## config.mk

```make
export PLATFORM = sky130hd
export DESIGN_NAME = mem_port_arbiter
export DESIGN_NICKNAME = d
export VERILOG_FILES = /design/src/rtl/mem_port_arbiter.sv
export SDC_FILE = /design/constraint.sdc
export NUM_CORES = 1
export LEC_CHECK = 0
export CAP_MARGIN = 20
export CORE_MARGIN = 5
export CORE_UTILIZATION = 41
export DETAILED_ROUTE_END_ITERATION = 10
export HOLD_SLACK_MARGIN = 0.02
export PLACE_DENSITY = 0.78
export SYNTH_ARGS = -nofsm -noshare
export SYNTH_HDL_FRONTEND = slang
export SYNTH_SLANG_ARGS = --single-unit
```

## constraint.sdc

```tcl
create_clock -name clk -period 1.75 [get_ports clk]
set_input_delay 0.4375 -clock clk [delete_from_list [all_inputs] [get_ports clk]]
set_output_delay 0.4375 -clock clk [all_outputs]
set_load 0.02 [all_outputs]
```

## src/rtl/mem_port_arbiter.sv

```systemverilog
// rtl/mem_port_arbiter.sv - round-robin arbiter sharing one single-ported memory between two requesters
module mem_port_arbiter #(
   parameter int ADDR_W = 8,
   parameter int DATA_W = 8
) (
   input  logic              clk,
   input  logic              rst_n,
   input  logic              req0,
   input  logic              we0,
   input  logic [ADDR_W-1:0] addr0,
   input  logic [DATA_W-1:0] wdata0,
   input  logic              req1,
   input  logic              we1,
   input  logic [ADDR_W-1:0] addr1,
   input  logic [DATA_W-1:0] wdata1,
   output logic              gnt0,
   output logic              gnt1,
   output logic              done0,
   output logic              done1,
   output logic [DATA_W-1:0] rdata,
   output logic              mem_read,
   output logic              mem_write,
   output logic [ADDR_W-1:0] mem_addr,
   output logic [DATA_W-1:0] mem_wdata,
   input  logic [DATA_W-1:0] mem_rdata
);

   typedef enum logic [1:0] {IDLE = 2'd0, ACCESS = 2'd1, DONE = 2'd2} state_t;

   state_t             state, state_d;
   logic               ptr, ptr_d;
   logic               owner, owner_d;
   logic               win;
   logic               gnt0_d, gnt1_d, done0_d, done1_d;
   logic               mem_read_d, mem_write_d;
   logic [ADDR_W-1:0]  mem_addr_d;
   logic [DATA_W-1:0]  mem_wdata_d, rdata_d;

   always_ff @(posedge clk or negedge rst_n) begin
      if (!rst_n) begin
         state     <= IDLE;
         ptr       <= 1'b0;
         owner     <= 1'b0;
         gnt0      <= 1'b0;
         gnt1      <= 1'b0;
         done0     <= 1'b0;
         done1     <= 1'b0;
         mem_read  <= 1'b0;
         mem_write <= 1'b0;
         mem_addr  <= '0;
         mem_wdata <= '0;
         rdata     <= '0;
      end else begin
         state     <= state_d;
         ptr       <= ptr_d;
         owner     <= owner_d;
         gnt0      <= gnt0_d;
         gnt1      <= gnt1_d;
         done0     <= done0_d;
         done1     <= done1_d;
         mem_read  <= mem_read_d;
         mem_write <= mem_write_d;
         mem_addr  <= mem_addr_d;
         mem_wdata <= mem_wdata_d;
         rdata     <= rdata_d;
      end
   end

   always_comb begin
      state_d     = state;
      ptr_d       = ptr;
      owner_d     = owner;
      gnt0_d      = gnt0;
      gnt1_d      = gnt1;
      done0_d     = done0;
      done1_d     = done1;
      mem_read_d  = mem_read;
      mem_write_d = mem_write;
      mem_addr_d  = mem_addr;
      mem_wdata_d = mem_wdata;
      rdata_d     = rdata;
      // a lone requester always wins; the pointer only breaks ties
      win         = (req0 && req1) ? ptr : req1;

      case (state)
         IDLE: begin
            if (req0 || req1) begin
               owner_d     = win;
               gnt0_d      = ~win;
               gnt1_d      = win;
               mem_write_d = win ? we1 : we0;
               mem_read_d  = win ? ~we1 : ~we0;
               mem_addr_d  = win ? addr1 : addr0;
               mem_wdata_d = win ? wdata1 : wdata0;
               state_d     = ACCESS;
            end
         end
         ACCESS: begin
            if (mem_read) rdata_d = mem_rdata;
            mem_read_d  = 1'b0;
            mem_write_d = 1'b0;
            done0_d     = ~owner;
            done1_d     = owner;
            state_d     = DONE;
         end
         DONE: begin
            gnt0_d  = 1'b0;
            gnt1_d  = 1'b0;
            done0_d = 1'b0;
            done1_d = 1'b0;
            ptr_d   = ~owner;
            state_d = IDLE;
         end
         default: state_d = IDLE;
      endcase
   end

endmodule

```

==> reports/metrics.yaml <==
p_leak_nw: 1.12
max_freq_mhz: 588
peakVddDrop_mv: 0.964
relSlewSlack: 0.743
drt-initial-drc-count: 108
final_common_cell: "clkdlybuf4s50_1"
die_y_um: 73.2
io_pins: 76
final_nets: 301
syn-cell-area_sq_um: 1640
reg2reg_from: "state[1]"
htreeDepth: 2
max_stage_delay_ns: 0.62
max_cap_violations: 0
detail_route.first_pass.iterations: 4
hold_buffers: 0
slowest_stage: "clkdlybuf4s50_1"
diodes: 0
yosys_warnings: 0
place.gp.congestion: 0.803
fin_skew_ns: 0.00505
holdCritPathClass: "flop to flop"
crit_fanout: 2
syn2layout_area_growth_pct: 60.5
yosys.area.top_type_share: 0.519
start_util: 0.416
p_total_mw: 4.46
cp-start-kind: "flop"
layout-drive-gt1-share: 0.159
crit_path_end_kind: "output pin"
pre_cts_ws_ns: -0.105
clkTransAtPathRegs_ns: 0.07
clock-sinks: 34
hold-path-endpoint: "rdata[6]"
cts_buffers: 5
cts_tree: "done"
fin_crit_sh: 0.972
layout_setup_ws_ns: 0.0488
postCtsSetupBuffers: 0
power.density_nw_per_um2: 1700
cp_num_buf_inv: 1
fin_cells: 302
hpwl_um: 3410
reg2reg_depth: 4
tightestPinTransition_ns: 0.384
min_from: "rdata[6]"
synth_nets: 214
finalCriticalPeriod_ns: 1.70
antenna_found_initial: 0
avgSynthCellArea_sq_um: 9.99
core_sq_um: 3940
post_cts_resized: 0
status: "finished, final reports clean"
clockBufferDepth: 2
grt_start_max_net_pins: 35
grt_pass1_vias: 1571
setup_tns_ns: 0
ys_top_cells_by_area: "dfrtp_1, mux2_2, a31oi_1"
drtAntennaViolNets: 0
final_max_slew_viol_count: 0
setup_viol: 0
dp.cells: 294
rsz0062_at_grt: "no"
grt_usage: 0.178
cp.arrival_ns: 1.26
yosys.area.top_type: "dfrtp_1"
whs_path_depth: 1
yosysSeqAreaShare: 0.519
grt_pass1_wl_um: 7270
std_cell_rows: 23
die_x_um: 73.2
ff2ff_setup_slack_ns: 0.22
worstSetupPathType: "flop to output pin"
worstPathRequired_ns: 1.31
overflow: 0
hold_viol: 0
routed-via-count: 1588
synth_cell_types: 28
setup.worst_path.start: "mem_addr[0]"
vias_per_cell: 5.26
io_buffer_count: 75
cp_top_family: "buffers and inverters"
r2r_end: "state[0]"
cts_root_buf: "clkbuf_8"
die_area_sq_um: 5360
synth_cells: 164
synth-seq-cells: 34
wl_um: 4560
final_cell_mix: "clkdlybuf4s50_1, dfrtp_1, nor2_1, o21ai_0, a21oi_1"
path_cells: "clkdlybuf4s50_1"
drcViolationCount: 0
wl_per_cell_um: 15.1
clkLatencyLatePin_ns: 0.28
==> synth_stat cells <==
cell type,count
buf_1,1
a31o_2,1
buf_6,2
nor3b_1,1
o21a_1,1
clkbuf_1,3
ha_1,4
buf_2,6
or4_1,1
nor2b_4,1
nand2b_1,1
a22o_1,1
nor2b_1,3
o211ai_1,1
a21oi_1,18
a21boi_0,1
nor2_1,21
buf_4,1
dfrtp_1,34
inv_1,5
o2111ai_1,1
a31oi_1,17
o21ai_0,21
nand2_1,4
nand3_1,1
o21ai_2,1
mux2_2,10
a32o_1,2
==> flip-flops by register name, summed over array words and instances (netlist names) <==
name       cells
ptr            1
done0          1
rdata          8
mem_read       1
mem_wdata      8
gnt1           1
mem_write      1
mem_addr       8
state          2
done1          1
gnt0           1
owner          1
==> kinds of logic after synthesis <==
family | after synthesis | share of synthesized area
muxes | 10 | 0.0687
AOI/OAI and AO/OA | 65 | 0.231
adders and majority gates | 4 | 0.0305
DFF | 34 | 0.519
buffers and inverters | 18 | 0.0573
and+or+nand+nor | 33 | 0.0931
==> per-layer routing <==
| metal | part of all wire | up-vias | global-route usage | routed length, um |
|---|---|---|---|---|
| li1 | - | 759 | - | - |
| met1 | 0.41 | 751 | 0.220 | 1890 |
| met2 | 0.48 | 68 | 0.294 | 2190 |
| met3 | 0.086 | 10 | 0.0496 | 394 |
| met4 | 0.019 | 0 | 0.0676 | 85 |
| met5 | 0 | - | 0 | 0 |
==> where the power goes <==
part	internal [mW]	switching (mW)	total, mW	leakage, nW
combinational	1.22	1.22	2.44	0.680
sequential	1.18	0.233	1.42	0.394
clock	0.316	0.286	0.602	0.0472
==> worst max path at each step <==
stage	to	slack [ns]	depth (start not counted)
2_1_floorplan	state[0]	0.13	5
3_3_place_gp	gnt1	-0.06	5
3_5_place_dp	gnt1	-0.10	5
4_1_cts	gnt1	0.01	1
5_1_grt	mem_wdata[4]	0.001	1
6_report	mem_addr[0]	0.05	1
==> layout make-up <==
class                   count  area [sq um]
clock inverters             2          12.5
well taps                  50          62.6
repair buffers             93           908
inverters                   5          18.8
flip-flops and latches     34           851
multi-input cells         112           696
fillers                   340          1310
clock buffers               6          82.6
==> metrics by stage <==
stage	hold WS [ns]	area [sq um]	utilization
detailed placement	0.497	2520	0.640
global placement	0.485	2520	0.640
CTS	0.513	2620	0.665
global route	0.532	2630	0.667
finish	0.509	2630	0.667
floorplan	0.142	1640	-
No activity file was read; power rests on OpenSTA's default activity.
